## src/rtl/pdp11_fetch_unit_pkg.sv

```systemverilog
// PDP-11 fetch stage shared types.
// Queue entry pairs a fetched word with its byte address.
package pdp11_fetch_unit_pkg;

  typedef enum logic [1:0] {
    FETCH_RUN,
    FETCH_HALT,
    FETCH_FAULT
  } fetch_state_t;

  typedef struct packed {
    logic [15:0] pc;
    logic [15:0] word;
  } fetch_entry_t;

  localparam logic [15:0] PC_STEP = 16'd2;

endpackage

```

## src/rtl/pdp11_prefetch_queue.sv

```systemverilog
// Prefetch FIFO of fetch entries.
// Synchronous flush wins over push/pop in the same cycle.
module pdp11_prefetch_queue
  import pdp11_fetch_unit_pkg::*;
#(
  parameter int DEPTH = 2,
  parameter int CW    = $clog2(DEPTH + 1)
) (
  input  logic          clk_i,
  input  logic          rst_ni,
  input  logic          flush_i,
  input  logic          push_i,
  input  fetch_entry_t  entry_i,
  input  logic          pop_i,
  output fetch_entry_t  head_o,
  output logic [CW-1:0] count_o
);

  localparam int PW = $clog2(DEPTH);

  fetch_entry_t  mem_q [DEPTH];
  logic [PW-1:0] rd_q;
  logic [PW-1:0] wr_q;
  logic [CW-1:0] cnt_q;

  function automatic logic [PW-1:0] inc(
    input logic [PW-1:0] p
  );
    return (p == PW'(DEPTH - 1)) ? '0 : p + 1'b1;
  endfunction

  always_ff @(posedge clk_i or negedge rst_ni) begin
    if (!rst_ni) begin
      rd_q  <= '0;
      wr_q  <= '0;
      cnt_q <= '0;
      for (int i = 0; i < DEPTH; i++)
        mem_q[i] <= '0;
    end else if (flush_i) begin
      rd_q  <= '0;
      wr_q  <= '0;
      cnt_q <= '0;
    end else begin
      if (push_i) begin
        mem_q[wr_q] <= entry_i;
        wr_q        <= inc(wr_q);
      end
      if (pop_i)
        rd_q <= inc(rd_q);
      cnt_q <= cnt_q + CW'(push_i) - CW'(pop_i);
    end
  end

  assign head_o  = mem_q[rd_q];
  assign count_o = cnt_q;

endmodule

```

## src/rtl/pdp11_fetch_unit.sv

```systemverilog
// PDP-11 instruction fetch: PC, flash read issue,
// in-flight kill tracking and prefetch queue.
module pdp11_fetch_unit
  import pdp11_fetch_unit_pkg::*;
#(
  parameter int          FLASH_ADDR_W = 12,
  parameter int          QUEUE_DEPTH  = 2,
  parameter logic [15:0] RESET_PC     = 16'o000000
) (
  input  logic                    clk,
  input  logic                    reset_n,
  output logic                    flash_rd,
  output logic [FLASH_ADDR_W-1:0] flash_addr,
  input  logic [15:0]             flash_rdata,
  input  logic                    redirect,
  input  logic [15:0]             redirect_pc,
  input  logic                    halt,
  output logic                    instr_valid,
  input  logic                    instr_ready,
  output logic [15:0]             instr,
  output logic [15:0]             instr_pc,
  output logic [15:0]             fetch_pc,
  output logic                    odd_pc_err
);

  localparam int CW = $clog2(QUEUE_DEPTH + 1);

  fetch_state_t  state_q, state_d;
  logic [15:0]   pc_q, pc_d;
  logic [15:0]   inf_pc_q;
  logic          inflight_q;
  logic          err_q, err_d;

  logic [CW-1:0] count;
  fetch_entry_t  head;
  fetch_entry_t  ret;
  logic          pop;
  logic          push;
  logic          issue;
  logic          odd_redir;
  logic [CW:0]   committed;

  assign odd_redir = redirect & redirect_pc[0];
  assign instr_valid = (count != '0);
  assign pop = instr_valid & instr_ready;
  assign push = inflight_q & ~redirect;

  // Queued plus in-flight words, less the one leaving now.
  assign committed = {1'b0, count}
                   + (CW+1)'(inflight_q)
                   - (CW+1)'(pop);

  assign issue = reset_n
               & (state_q == FETCH_RUN)
               & ~halt
               & ~redirect
               & (committed < (CW+1)'(QUEUE_DEPTH));

  always_comb begin
    state_d = state_q;
    pc_d    = pc_q;
    err_d   = err_q;
    unique case (state_q)
      FETCH_RUN:   if (halt) state_d = FETCH_HALT;
      FETCH_HALT:  if (!halt) state_d = FETCH_RUN;
      FETCH_FAULT: state_d = FETCH_FAULT;
      default:     state_d = FETCH_FAULT;
    endcase
    if (state_q != FETCH_FAULT) begin
      if (odd_redir) begin
        state_d = FETCH_FAULT;
        err_d   = 1'b1;
      end else if (redirect) begin
        pc_d = redirect_pc;
      end
    end
    if (issue)
      pc_d = pc_q + PC_STEP;
  end

  always_ff @(posedge clk or negedge reset_n) begin
    if (!reset_n) begin
      state_q    <= FETCH_RUN;
      pc_q       <= RESET_PC;
      inf_pc_q   <= '0;
      inflight_q <= 1'b0;
      err_q      <= 1'b0;
    end else begin
      state_q    <= state_d;
      pc_q       <= pc_d;
      err_q      <= err_d;
      inflight_q <= issue;
      if (issue)
        inf_pc_q <= pc_q;
    end
  end

  assign ret.pc   = inf_pc_q;
  assign ret.word = flash_rdata;

  pdp11_prefetch_queue #(
    .DEPTH (QUEUE_DEPTH)
  ) u_queue (
    .clk_i   (clk),
    .rst_ni  (reset_n),
    .flush_i (redirect),
    .push_i  (push),
    .entry_i (ret),
    .pop_i   (pop),
    .head_o  (head),
    .count_o (count)
  );

  assign flash_rd   = issue;
  assign flash_addr = pc_q[FLASH_ADDR_W:1];
  assign fetch_pc   = pc_q;
  assign instr      = head.word;
  assign instr_pc   = head.pc;
  assign odd_pc_err = err_q;

endmodule

```

## config.mk

```make
export PLATFORM = sky130hd
export DESIGN_NAME = pdp11_fetch_unit
export DESIGN_NICKNAME = d
export VERILOG_FILES = /design/src/rtl/pdp11_fetch_unit_pkg.sv /design/src/rtl/pdp11_prefetch_queue.sv /design/src/rtl/pdp11_fetch_unit.sv
export SDC_FILE = /design/constraint.sdc
export NUM_CORES = 1
export LEC_CHECK = 0
export BUFFER_PORTS_ARGS = -buffer_cell sky130_fd_sc_hd__buf_4
export CORE_MARGIN = 2
export CORE_UTILIZATION = 32
export DETAILED_ROUTE_END_ITERATION = 12
export GPL_ROUTABILITY_DRIVEN = 1
export GPL_TIMING_DRIVEN = 0
export HOLD_SLACK_MARGIN = 0.05
export PLACE_DENSITY = 0.58
export SLEW_MARGIN = 5
export SYNTH_ARGS = -nofsm -noshare
export SYNTH_HDL_FRONTEND = slang
export SYNTH_SLANG_ARGS = --single-unit
```

## constraint.sdc

```tcl
create_clock -name clk -period 3.3 [get_ports clk]
set_clock_uncertainty 0.1 [all_clocks]
set_input_delay 0.165 -clock clk [delete_from_list [all_inputs] [get_ports clk]]
set_output_delay 0.165 -clock clk [all_outputs]
set_load 0.03 [all_outputs]
```

==> impl_metrics.toml <==
[run_status]
run_status = "completed"

[floorplanning]
die_area_mm2 = 0.0159
io_pins = 100
num_rows = 44
die_h_um = 126
die_x_um = 126
start_util_pct = 32.7
core-area_mm2 = 0.0145

[setup_path]
r2r-end = "fetch_pc[13]$_DFFE_PN0P_"
worstSetupPathType = "reg -> reg"
rr_worst_depth = 12
cp_common_cell = "o311ai_1"
path_cells = "or2_4 -> and2_4 -> ha_1 -> inv_2 -> nand2_1 -> fa_1 -> xor2_1 -> or3_4 -> buf_4 -> buf_6 -> o311ai_1 -> o311ai_1"
start_kind = "flip-flop"
cp.buffers_inverters = 3
cp.arrival_ns = 3.27
cp.required_ns = 3.41
r2r_start = "u_queue.count_o[1]$_DFF_PN0_"
max_stage_delay_ns = 0.40
path_delay_family = "simple AND/OR/NAND/NOR gates"
endpoint_kind = "flip-flop"
crit_fanout = 10
reg2reg_slack_ns = 0.14
cp_slowest_cell = "or3_4"

[synthesis]
synth_xor_area_share_pct = 1.47
synth_top_family_by_area = "multiplexers"
synthMuxAreaShare_pct = 22.9
yosysSeqAreaShare_pct = 54.7
synthAdderAreaFrac_pct = 1.47
synth_warnings = 0
synth_cells = 391
avgSynthCellArea_um2 = 12.2
synth-compound-area-share_pct = 4.18
synth-simple-area-share_pct = 10.2
synth.distinct_cells = 38
syn-num-nets = 433
syn_area_mm2 = 0.00476
ys_seq_elements = 104

[grt]
overflow = 0
grt_pass1_vias = 3573
antenna_found_initial = 0
grt_max_degree = 106
grt_pass1_wl_um = 18600
grt_use_total_pct = 14.8

[sta]
fin_setup_tns_ns = 0
hold_violations = 0
tightest_slew_ns = 0.743
period_share_pct = 95.8
relSlewSlack_pct = 50.5
setup_viol = 0
grt_setup_unrepaired = "no"
layout_min_cycle_time_ns = 3.16
fmax_mhz = 316
report.final.slew_viol_count = 0

[power_and_ir_drop]
total_power_mw = 3.36
powerDensity_mw_per_mm2 = 520
vdd_ir_drop_max_mv = 0.267
static-leakage-power_nw = 3.24

[placed_design]
place_area_mm2 = 0.00572
io_buffers = 98
place_hpwl_um = 7850
dp.cells = 673
globalplace.congestion = 0.781

[routing]
vias = 3486
avgRoutedWirePerCell_um = 15.4
vias_per_cell = 4.78
ant_nets = 0
dr.first_iter.drc_count = 168
drc = 0
wl_um = 11300
firstDrtPassIters = 4

[clocking]
path_clk_slew_ns = 0.07
htree_levels = 3
clock_sinks = 104
clock_latency_ns = 0.34
cts_tree = "built"
cts_root_buffer = "clkbuf_16"
cts_buffers = 9
clockBufferDepth = 2

[finish]
antenna_cells = 0
instances_no_fill = 729
areaGrowthSynthToFinish_pct = 35.8
final_nets = 582
fill_cells = 1377
drive_gt1_share_pct = 44.0
design_area_mm2 = 0.00646

[worst_hold_path]
min-delay-path-class = "in -> async"

[run]
drv_cap = 0
-- power breakdown --
part	internal (mW)	switching (mW)	total [mW]
clock network	0.555	0.462	1.02
logic	0.387	0.468	0.855
registers	1.37	0.122	1.49
total	2.31	1.05	3.36
-- synth_stat cells --
master	number	area [um2]
dfrtp_1	104	2600
mux2_2	96	1080
nand2_1	62	233
nand3_1	14	70.1
buf_4	13	97.6
clkbuf_1	12	45.0
inv_1	8	30.0
nor2_1	7	26.3
xnor2_1	7	61.3
buf_1	6	22.5
o211ai_1	6	45.0
ha_1	4	50.1
nor2b_1	4	25.0
o311ai_0	4	35.0
o311ai_1	4	35.0
and2_1	3	18.8
buf_6	3	33.8
nor3_1	3	15.0
nor4_1	3	18.8
o21ai_0	3	15.0
or2_2	3	18.8
or4_1	3	22.5
a221o_1	2	20.0
nand4_1	2	12.5
or3_1	2	12.5
a211oi_1	1	7.51
a21o_1	1	7.51
a22oi_1	1	7.51
a311oi_1	1	8.76
a31o_2	1	8.76
a32oi_1	1	8.76
and3_1	1	6.26
buf_2	1	5.00
fa_1	1	20.0
inv_2	1	3.75
mux2i_1	1	10.0
nand2b_1	1	6.26
xor2_1	1	8.76
-- per-stage QoR --
stage | hold WS [ns] | setup slack [ns] | util (%)
floorplan | -0.231 | 0.141 | -
global placement | 0.265 | -0.110 | 39.4
detailed placement | 0.269 | -0.140 | 39.4
CTS | 0.0584 | 0.0149 | 44.1
global route | 0.0801 | 0.00214 | 44.4
finish | 0.0866 | 0.137 | 44.4
-- logic make-up after synthesis --
group                    after synthesis
AO/OA/AOI/OAI                         25
multiplexers                          97
flip-flops                           104
XOR/XNOR                               8
adder cells (fa/ha/maj)                5
AND/OR/NAND/NOR                      108
buffers and inverters                 44
-- worst max-delay path by stage --
stage / from / to / slack (ns) / cells after the start
2_1_floorplan: u_queue.count_o[1]$_DFF_PN0_ / inf_pc_q[4]$_DFFE_PN0P_ / 0.14 / 14
3_3_place_gp: u_queue.count_o[1]$_DFF_PN0_ / flash_rd / -0.11 / 13
3_5_place_dp: u_queue.count_o[1]$_DFF_PN0_ / flash_rd / -0.14 / 13
4_1_cts: u_queue.count_o[1]$_DFF_PN0_ / flash_rd / 0.01 / 12
5_1_grt: u_queue.count_o[1]$_DFF_PN0_ / inf_pc_q[14]$_DFFE_PN0P_ / 0.002 / 13
6_report: u_queue.count_o[1]$_DFF_PN0_ / fetch_pc[13]$_DFFE_PN0P_ / 0.14 / 12
-- metal layers --
layer,wire length (um),up-vias,GRT usage (%),share of wire (%)
met5,0,-,0,0
met1,5210,1739,19.7,46
met2,5420,82,24.1,48
met4,155,0,4.98,1.4
met3,476,10,2.89,4.2
li1,-,1655,-,-
-- what timing repair did --
action / CTS / global route
hold buffers: 35 / 1
endpoints found under the setup margin: 22 / 23
resized for setup: 10 / 7
hold endpoints to repair: 54 / 104
cloned: 0 / 0
setup buffers: 4 / 0
pin swaps: 1 / 1
-- cell type report --
cell class | instances | area (um2) | share of cell area, %
Buffer | 34 | 211 | 3.27
Clock buffer | 12 | 256 | 3.97
Clock inverter | 4 | 27.5 | 0.426
Inverter | 9 | 36.3 | 0.562
Multi-Input combinational cell | 243 | 1930 | 29.9
Sequential cell | 104 | 2600 | 40.3
Tap cell | 184 | 230 | 3.56
Timing Repair Buffer | 139 | 1160 | 18.0
-- registers in the layout, summed over array words and instances, names as in the netlist --
name             count
u_queue.wr_q         1
inf_pc_q            16
fetch_pc            16
u_queue.rd_q         1
u_queue.count_o      2
state_q              2
inflight_q           1
u_queue.mem_q       64
odd_pc_err           1
-- layout by cell type (no fill, tap or decap), drive strengths merged, types with 2 or more instances in the layout --
cell         count
a221o            2
and2             3
buf            126
clkbuf          23
clkinv           3
dfrtp          104
dlygate4sd3     36
ha               4
inv             10
mux2            96
nand2           62
nand3           14
nand4            2
nor2             7
nor2b            4
nor3             3
nor4             3
o211ai           6
o21ai            3
o311ai           8
or2              3
or3              2
or4              3
xnor2            7
Note: power is estimated with default switching activity, not from simulation.
